==> config.mk <==
export PLATFORM = sky130hd
export DESIGN_NAME = debounce_keys
export DESIGN_NICKNAME = d
export VERILOG_FILES = /design/src/rtl/debounce_keys.sv
export SDC_FILE = /design/constraint.sdc
export NUM_CORES = 1
export LEC_CHECK = 0
export CAP_MARGIN = 25
export CORE_UTILIZATION = 36
export DETAILED_ROUTE_END_ITERATION = 10
export PLACE_DENSITY_LB_ADDON = 0.05
export SYNTH_ARGS = -nofsm -noshare
export SYNTH_HDL_FRONTEND = slang
export SYNTH_SLANG_ARGS = --single-unit
==> constraint.sdc <==
create_clock -name clock -period 2.1 [get_ports clock]
set_input_delay 0.42 -clock clock [delete_from_list [all_inputs] [get_ports clock]]
set_output_delay 0.42 -clock clock [all_outputs]
set_load 0.01 [all_outputs]
==> src/rtl/debounce_keys.sv <==
// debounce_keys: per-key synchronizer plus debounce FSM. Turns N bouncing
// push-button inputs into clean levels and 1-clock press/release pulses.
// Each FSM advances only on the shared sample tick.
//
//   state        | meaning
//   -------------+-----------------------------------------------------
//   IDLE         | key released and stable
//   PRESS_WAIT   | key looks pressed, counting agreeing ticks
//   PRESSED      | key pressed and stable (keys_level = 1)
//   RELEASE_WAIT | key looks released, counting agreeing ticks
module debounce_keys #(
    parameter int N            = 4,
    parameter int STABLE_TICKS = 3,
    parameter bit ACTIVE_LOW   = 1'b1
) (
    input  logic         clock,
    input  logic         reset,
    input  logic         tick,
    input  logic [N-1:0] keys_raw,
    output logic [N-1:0] keys_level,
    output logic [N-1:0] keys_press,
    output logic [N-1:0] keys_release
);

    typedef enum logic [1:0] {
        IDLE         = 2'd0,
        PRESS_WAIT   = 2'd1,
        PRESSED      = 2'd2,
        RELEASE_WAIT = 2'd3
    } state_t;

    localparam logic [3:0]   CNT_LAST     = 4'(STABLE_TICKS - 1);
    localparam logic [N-1:0] RELEASED_RAW = {N{ACTIVE_LOW}};

    logic [N-1:0] sync1;
    logic [N-1:0] sync2;
    logic [N-1:0] s;

    state_t       state_q [N];
    state_t       state_d [N];
    logic [3:0]   cnt_q   [N];
    logic [3:0]   cnt_d   [N];
    logic [N-1:0] level_d;
    logic [N-1:0] press_d;
    logic [N-1:0] release_d;

    // Two-flop synchronizer; reset loads the released level so nothing looks pressed.
    always_ff @(posedge clock) begin
        if (reset) begin
            sync1 <= RELEASED_RAW;
            sync2 <= RELEASED_RAW;
        end else begin
            sync1 <= keys_raw;
            sync2 <= sync1;
        end
    end

    // Normalise polarity: s = 1 means pressed.
    assign s = sync2 ^ RELEASED_RAW;

    // Next-state logic for all keys; nothing moves on cycles without a tick.
    always_comb begin
        for (int i = 0; i < N; i++) begin
            state_d[i]   = state_q[i];
            cnt_d[i]     = cnt_q[i];
            level_d[i]   = keys_level[i];
            press_d[i]   = 1'b0;
            release_d[i] = 1'b0;
            if (tick) begin
                case (state_q[i])
                    IDLE: begin
                        if (s[i]) begin
                            state_d[i] = PRESS_WAIT;
                            cnt_d[i]   = 4'd1;
                        end
                    end
                    PRESS_WAIT: begin
                        if (!s[i]) begin
                            state_d[i] = IDLE;
                            cnt_d[i]   = 4'd0;
                        end else if (cnt_q[i] == CNT_LAST) begin
                            state_d[i] = PRESSED;
                            cnt_d[i]   = 4'd0;
                            level_d[i] = 1'b1;
                            press_d[i] = 1'b1;
                        end else begin
                            cnt_d[i] = cnt_q[i] + 4'd1;
                        end
                    end
                    PRESSED: begin
                        if (!s[i]) begin
                            state_d[i] = RELEASE_WAIT;
                            cnt_d[i]   = 4'd1;
                        end
                    end
                    RELEASE_WAIT: begin
                        if (s[i]) begin
                            state_d[i] = PRESSED;
                            cnt_d[i]   = 4'd0;
                        end else if (cnt_q[i] == CNT_LAST) begin
                            state_d[i]   = IDLE;
                            cnt_d[i]     = 4'd0;
                            level_d[i]   = 1'b0;
                            release_d[i] = 1'b1;
                        end else begin
                            cnt_d[i] = cnt_q[i] + 4'd1;
                        end
                    end
                    default: begin
                        state_d[i] = IDLE;
                        cnt_d[i]   = 4'd0;
                    end
                endcase
            end
        end
    end

    // State, counters and registered outputs; reset discards all progress.
    always_ff @(posedge clock) begin
        if (reset) begin
            for (int i = 0; i < N; i++) begin
                state_q[i] <= IDLE;
                cnt_q[i]   <= 4'd0;
            end
            keys_level   <= '0;
            keys_press   <= '0;
            keys_release <= '0;
        end else begin
            for (int i = 0; i < N; i++) begin
                state_q[i] <= state_d[i];
                cnt_q[i]   <= cnt_d[i];
            end
            keys_level   <= level_d;
            keys_press   <= press_d;
            keys_release <= release_d;
        end
    end

endmodule

==> results by stage, run 1 <==
Timing:
- Setup repair after global routing left no endpoint under its margin.
- The final worst clock skew is 7.81 ps.
- The relative max-transition margin is 0.698.
- The count of final hold-check violations was 0.
- For the pin with the worst max-slew slack, the measured transition is 453 ps.
- The max-slew violation count is 0.
- In the finished design, the share of the clock period the worst path needs comes to 0.839.
- The final count of negative-setup-slack endpoints is 0.
- The setup TNS is 0 ps.
- The maximum operating frequency is 568 MHz.
- The minimum clock period after layout is between 1500 and 2000 ps.

Worst hold path:
- The type of the most critical hold path is register to register.

Power and ir drop:
- The worst-case IR drop observed on VDD is about 230 µV.
- In this run the power density over the cells is 617 mW/mm².
- Overall power consumption after layout is estimated at approximately 1.5 mW.
- The combinational cell fraction of total power is 0.075.
- The internal power consumption is around 1.2 mW.
- The switching component of the power is 0.363 mW.
- The share of total power dissipated in the clock network is 0.360.
- The switching share of power is 0.237.
- Of the total power, registers draw 0.565.
- The total leakage power is 0.861 nW.

Placed design:
- In this run the cell area measured after placement is 0.00240 mm².
- The HPWL after detailed placement is 2.97 mm.
- The count of port buffers added during placement is 18.
- Routability-driven placement finished with a final weighted congestion of 0.746.

Detailed routing:
- Dividing the detail-routed wire length by the instance count gives around 12 µm.
- After detailed routing, the number of remaining DRC violations is 0.
- For this block, the initial DRC count from the detailed router was 86.
- Before antenna repair, the detailed router went through 4 iterations.
- For this block, the via count after detailed routing is 1705.
- The residual antenna-violating net count after detailed routing is 0.
- The routed wire length is 4.15 mm.
- After detailed routing, the number of vias per cell comes to 5.09.

Die:
- In this run the vertical extent of the chip is 77.7 µm.
- The die covers roughly 0.006 mm².
- The die width is 77.7 µm.
- The starting utilization of the core area is 0.374.
- The core outline area is 0.00551 mm².
- The top-level port count is 19.
- Row generation in the floorplan step produced 27 rows.

Cells and area:
- After routing the design area is 0.00249 mm².
- The fill cell instance count of the final layout is between 500 and 600.
- Registers take 881 µm².
- Of the cells placed in the final design, the portion with a size suffix greater than 1 is 0.118.
- The net count reported at finish is 283.
- In the final layout, the multi-input gates occupy between 0.001 and 0.0015 mm².
- The layout overhead on the synthesized area is 20.6%.
- The number of antenna repair diodes is 0.

Synthesis:
- The count of flip-flops with a built-in enable after synthesis is 0.
- The synthesized area per cell is 8.85 µm².
- The number of nets handed over by synthesis was 254.
- The number of warning messages in the yosys log is 0.
- After synthesis, the netlist uses 41 different library cells.
- The sequential cell area fraction in the yosys report is 0.427.
- In the synthesized netlist the dominant register cell turns out to be sky130_fd_sc_hd__dfxtp_1.
- In the synthesized netlist the async set-or-reset flop fraction comes to 0.
- The number of instances in the synthesized netlist is roughly 230.
- The synthesized design contains 44 register bits.
- The cell area after technology mapping is roughly 0.0021 mm².

CTS:
- The clock passes through at most 2 buffers.
- At the later pin of the worst-skew pair, clock insertion delay measures 300 ps.
- The number of levels in the clock H-tree is 2.
- The tree is rooted in a sky130_fd_sc_hd__clkbuf_8.
- The post-cts gate resize count is 0.
- The TritonCTS buffer count is 5.
- After clock tree synthesis, the setup repair step added 0 buffers.
- Hold repair after CTS inserted 0 buffers.
- TritonCTS built the clock tree.
- CTS saw between 40 and 50 sinks.
- The clock slew at the register clock pins of the worst setup and hold paths is 80 ps.

Worst setup path:
- The worst setup path is of the register to register kind.
- For the worst setup path, the data arrival time is 1990 ps.
- The highest net fanout along the worst path is 5.
- STA puts the critical path data required time at 2330 ps.
- The number of buffers and inverters on the critical path is 1.
- The worst setup path is launched from a register.
- Traced cell by cell, the critical path runs through inv_1 > ha_1 > nand3b_1 > nand3_2 > or4_1 > a21oi_1.
- The gate family responsible for the most delay along the worst path is simple AND/OR/NAND/NOR gates.
- The largest stage delay on the critical path is 490 ps.
- The cell type of the slowest stage on the worst timing path is sky130_fd_sc_hd__or4_1.
- The category of the worst setup path capture point is a register.

GRT:
- The first-pass GRT wire length is 7.04 mm.
- Entering global routing, the biggest net connects 20 pins.
- The number of global-route vias before repair is about 1500.
- The number of antenna violations at the first check in global routing came to 0.
- The total global routing overflow is 0.
- The overall routing resource usage is 0.148.

Flow run:
- The number of max-cap violations is 0.

Outcome:
- The flow ran to the end, and the final reports show no timing, DRC or antenna violations.
==> power by group through the flow <==
| stage | Clock (mW) | Combinational [mW] | Sequential, mW |
|---|---|---|---|
| floorplan | 0 | 0.0705 | 0.882 |
| global route | 0.612 | 0.129 | 0.870 |
| CTS | 0.577 | 0.116 | 0.867 |
| global placement | 0 | 0.115 | 0.887 |
| finish | 0.553 | 0.114 | 0.867 |
| detailed placement | 0 | 0.115 | 0.887 |
==> state kept, by name, summed over array words and instances, names as in the netlist, named ones only <==
signal / cells
state_q: 4
sync2: 4
keys_press: 4
sync1: 4
cnt_q: 16
keys_level: 4
keys_release: 4
==> metal layers <==
metal	up-vias	part of all wire	track usage
met5	-	0	0
met2	33	0.40	0.215
li1	895	-	-
met1	769	0.54	0.206
met3	8	0.033	0.0271
met4	0	0.021	0.0792
==> final timing paths <==
| path | endpoint | depth (start not counted) | slack, ps | from |
|---|---|---|---|---|
| worst max-delay path | cnt_q[2][3] | 6 | 340 | state_q[2][0] |
| worst min-delay path | sync2[2] | 1 | 410 | sync1[2] |
| worst max register to register | cnt_q[2][3] | 6 | 340 | state_q[2][0] |
| worst min register to register | sync2[2] | 1 | 410 | sync1[2] |
==> Yosys cell counts, types with 3 or more instances <==
cell type | instances | share of area
sky130_fd_sc_hd__dfxtp_1 | 44 | 0.43
sky130_fd_sc_hd__a21oi_1 | 17 | 0.041
sky130_fd_sc_hd__a2bb2oi_1 | 3 | 0.013
sky130_fd_sc_hd__nor4_1 | 5 | 0.015
sky130_fd_sc_hd__nand2_1 | 22 | 0.040
sky130_fd_sc_hd__nand3_1 | 9 | 0.022
sky130_fd_sc_hd__or2_2 | 8 | 0.024
sky130_fd_sc_hd__nand2b_1 | 4 | 0.012
sky130_fd_sc_hd__clkbuf_1 | 5 | 0.0091
sky130_fd_sc_hd__inv_1 | 10 | 0.018
sky130_fd_sc_hd__a211oi_1 | 12 | 0.044
sky130_fd_sc_hd__ha_1 | 14 | 0.085
sky130_fd_sc_hd__o21ai_0 | 5 | 0.012
sky130_fd_sc_hd__a31oi_1 | 5 | 0.015
sky130_fd_sc_hd__or3_1 | 4 | 0.012
sky130_fd_sc_hd__nor2_1 | 19 | 0.035
sky130_fd_sc_hd__nor3_1 | 8 | 0.019
sky130_fd_sc_hd__nand4b_1 | 7 | 0.030
==> per-stage QoR <==
stage	util	setup slack, ps	cells	hold WS [ps]
after floorplan	-	478	233	389
after global placement	0.435	173	327	395
after detailed placement	0.435	110	327	394
after CTS	0.451	342	335	414
after global routing	0.451	230	335	428
final	0.451	339	335	412
==> layout by cell type, fill, tap and decap left out, types with 6 or more instances in the layout <==
master                            Yosys  final
sky130_fd_sc_hd__a211oi_1            12     12
sky130_fd_sc_hd__a21oi_1             17     17
sky130_fd_sc_hd__buf_4                0      9
sky130_fd_sc_hd__clkbuf_8             0      6
sky130_fd_sc_hd__clkdlybuf4s50_1      0     18
sky130_fd_sc_hd__dfxtp_1             44     44
sky130_fd_sc_hd__ha_1                14     14
sky130_fd_sc_hd__inv_1               10     10
sky130_fd_sc_hd__nand2_1             22     22
sky130_fd_sc_hd__nand3_1              9      9
sky130_fd_sc_hd__nand4b_1             7      7
sky130_fd_sc_hd__nor2_1              19     19
sky130_fd_sc_hd__nor3_1               8      8
sky130_fd_sc_hd__or2_2                8      8
==> worst reg2reg max path: cells and delay by family, from the launching register on <==
| kind | cells | cell delay (ps) |
|---|---|---|
| simple gates | 3 | 750 |
| compound gates | 1 | 150 |
| fa+ha+maj | 1 | 290 |
| buf+inv | 1 | 80 |
| flops | 1 | 420 |
==> kinds of logic after synthesis <==
group           Yosys count  share of synthesized area
compound gates           49                      0.152
xor+xnor                  4                     0.0206
fa+ha+maj                14                     0.0850
buf+inv                  16                     0.0297
flops                    44                      0.427
simple gates            106                      0.286
==> cell type report <==
cell class / instances / area share
repair buffers: 28 / 0.108
flip-flops and latches: 44 / 0.354
well taps: 72 / 0.0362
multi-input cells: 173 / 0.450
inverters: 10 / 0.0151
clock buffers: 8 / 0.0362
(Power assumes the default switching activity.)
==> run 2, diff against run 1 <==
==> constraint.sdc (replaced) <==
create_clock -name clock -period 1.5 [get_ports clock]
set_input_delay 0.3 -clock clock [delete_from_list [all_inputs] [get_ports clock]]
set_output_delay 0.3 -clock clock [all_outputs]
set_load 0.01 [all_outputs]
==> results by stage, run 2 (synthesis results as in run 1) <==
Outcome:
- The run finished, with violations left.
- The final reports fail on setup timing.

Die:
- The core outline area is around 0.0055 mm².
- The die width is slightly below 80 µm.
- The top-level port count is 19.
- The starting utilization of the core area is 0.374.
- The total die area is just over 0.006 mm².
- The die height is 77.7 µm.
- The number of placement rows is 27.

Worst setup path:
- The slowest stage of the critical path belongs to the cell sky130_fd_sc_hd__or4_4.
- The category of the worst setup path capture point is a register.
- In this run the critical register-to-register path is launched from state_q[2][0].
- The largest single stage delay on the critical path is 530 ps.
- The worst setup path startpoint is state_q[2][0].
- The worst reg-to-reg setup slack is -80 ps.
- The critical path is of the register to register type.
- The highest net fanout along the worst path is 5.
- The critical path goes through inv_4 > ha_4 > nand3b_1 > nand3_2 > or4_4 > a21oi_2.
- The endpoint identified for the worst register-to-register timing path is cnt_q[2][3].
- The data required time of the critical path is approximately 1700 ps.
- The category of the worst setup path launch point is a register.
- Data arrives at the worst endpoint at ~1800 ps.
- The number of cells traversed by the worst register-to-register path is 6.

Worst hold path:
- The terminating pin of the worst hold path is sync2[1].
- The number of cells on the worst hold path is 1.
- The start point of the worst min-delay path is sync1[1].
- In this run the worst hold path is classified as register to register.

Placed design:
- Detailed placement finished with a half-perimeter wire length of 3.26 mm.
- The final weighted congestion in routability-driven placement is roughly 0.80.
- The count of port buffers added during placement is 18.

CTS:
- The clock latency on the worst-skew pair is 290 ps.
- The number of clock sinks is 44.
- The maximum buffer depth of the clock tree is 2.
- The tree is rooted in a sky130_fd_sc_hd__clkbuf_8.
- The H-tree was split into 2 levels.
- The clock slew at the register clock pins of the worst setup and hold paths is 80 ps.
- TritonCTS built the clock tree.
- The TritonCTS buffer count is 5.

Cells and area:
- The number of antenna repair diodes is 0.
- The register with the most flip-flops in the layout has 16 of them.
- The library cell used most frequently in the layout, excluding fill and tap cells, is sky130_fd_sc_hd__buf_4.
- In the layout the commonest cells are sky130_fd_sc_hd__buf_4 (57), sky130_fd_sc_hd__dfxtp_1 (34), sky130_fd_sc_hd__nand2_1 (21).
- The top register by number of flip-flops is cnt_q.
- The layout overhead on the synthesized area is 54.9%.
- The net count reported at finish is 337.
- Of the cells placed in the final design, the portion with a size suffix greater than 1 is 0.429.

Timing:
- The transition at the pin with the smallest max-transition slack is 356 ps.
- Dividing the final minimum period by the clock period gives 1.06.
- The max-slew violation count is 0.
- Setup repair after global routing could not meet its margin everywhere.
- After layout, the minimum clock period comes to 1580 ps.
- The final worst clock skew is 3.88 ps.
- The final count of negative-setup-slack endpoints is 2.
- After layout, the worst setup slack is -82.9 ps.
- Hold timing on the final database bottoms out at a slack of ~410 ps.
- The count of final hold-check violations was 0.
- The maximum operating frequency is 632 MHz.
- The relative max-transition margin is 0.760.
- The setup TNS is -113 ps.

GRT:
- For this run, global-route usage on met2 was measured as 0.275.
- For this run the aggregate overflow at the end of global routing stands at 0.
- The met3 track utilization from global routing is 0.0388.
- The number of antenna violations at the first check in global routing was 0.
- For this run, global-route usage on met1 was measured as 0.200.
- The number of global-route vias before repair is roughly 1800.
- The layer with the highest usage after global routing is met2.
- The first-pass GRT wire length is 7.78 mm.
- The pin count of the biggest net entering global routing is 17.
- The overall routing resource usage is 0.163.

Detailed routing:
- The count of nets left with antenna violations once routing finished came out at 0.
- After detailed routing, the average wire length per cell comes to 12.0 µm.
- The overall via count from detail_route is 1904.
- The pre-antenna-repair detailed-routing pass consisted of 4 iterations.
- The DRC violation count after routing is 0.
- The routed design has 4.66 mm of wire.
- After detailed routing, the number of vias per cell comes to about 5.
- The detailed router finished its first iteration with 51 violations.

Power and ir drop:
- The total leakage power is 1.20 nW.
- The worst vdd rail ir drop is 518 µV.
- The power density of the placed cells is 737 mW/mm².

Flow run:
- The number of max-cap violations is 0.
==> run 2: power by group <==
group          switching [mW]  leakage (nW)  internal, mW  total [mW]
Clock                   0.391        0.0501         0.478       0.869
Combinational           0.128         0.785         0.148       0.276
Sequential             0.0209         0.363          1.19        1.21
==> run 2: worst max path at each step <==
stage	endpoint	slack, ps
after floorplan	cnt_q[2][3]	-50
after global placement	cnt_q[2][3]	-220
after detailed placement	cnt_q[2][3]	-240
after CTS	cnt_q[2][3]	-70
after global routing	cnt_q[2][3]	-170
final	cnt_q[2][3]	-80
==> run 2: layer usage <==
metal / up-vias / routed length [µm] / part of all wire
met1: 872 / 2310 / 0.50
li1: 1006 / - / -
met3: 6 / 122 / 0.026
met2: 20 / 2170 / 0.47
met4: 0 / 54 / 0.012
met5: - / 0 / 0
==> run 2: worst max-delay path: cells and delay by family (launching register included) <==
kind                       cells  cell delay (ps)
AOI/OAI and AO/OA              1              130
and+or+nand+nor                3              770
buffers and inverters          1               40
adders and majority gates      1              200
DFF                            1              380
==> run 2: per-stage QoR <==
stage          total power, mW  utilization  instance area, µm²  cells  worst slack (ps)
6_report                  2.35        0.580                3190    387             -82.9
5_1_grt                   2.47        0.580                3190    387              -166
4_1_cts                   2.36        0.539                2970    385             -67.4
3_5_place_dp              1.45        0.498                2740    371              -242
3_3_place_gp              1.45        0.498                2740    371              -223
2_1_floorplan             1.34            -                2090    233             -51.8
==> run 2: final cells by class <==
| type | count | area [µm²] |
|---|---|---|
| clock buffers | 5 | 68.8 |
| clock inverters | 1 | 30.0 |
| fillers | 496 | 2310 |
| inverters | 10 | 40.0 |
| multi-input cells | 173 | 1380 |
| flip-flops and latches | 44 | 901 |
| well taps | 72 | 90.1 |
| repair buffers | 82 | 686 |
==> run 2: what timing repair did <==
| action | in CTS | in global routing |
|---|---|---|
| hold buffers | 0 | 0 |
| gates resized for setup | 21 | 47 |
| pin swaps | 8 | 25 |
| setup buffers | 8 | 4 |
| endpoints found under the setup margin | 10 | 20 |
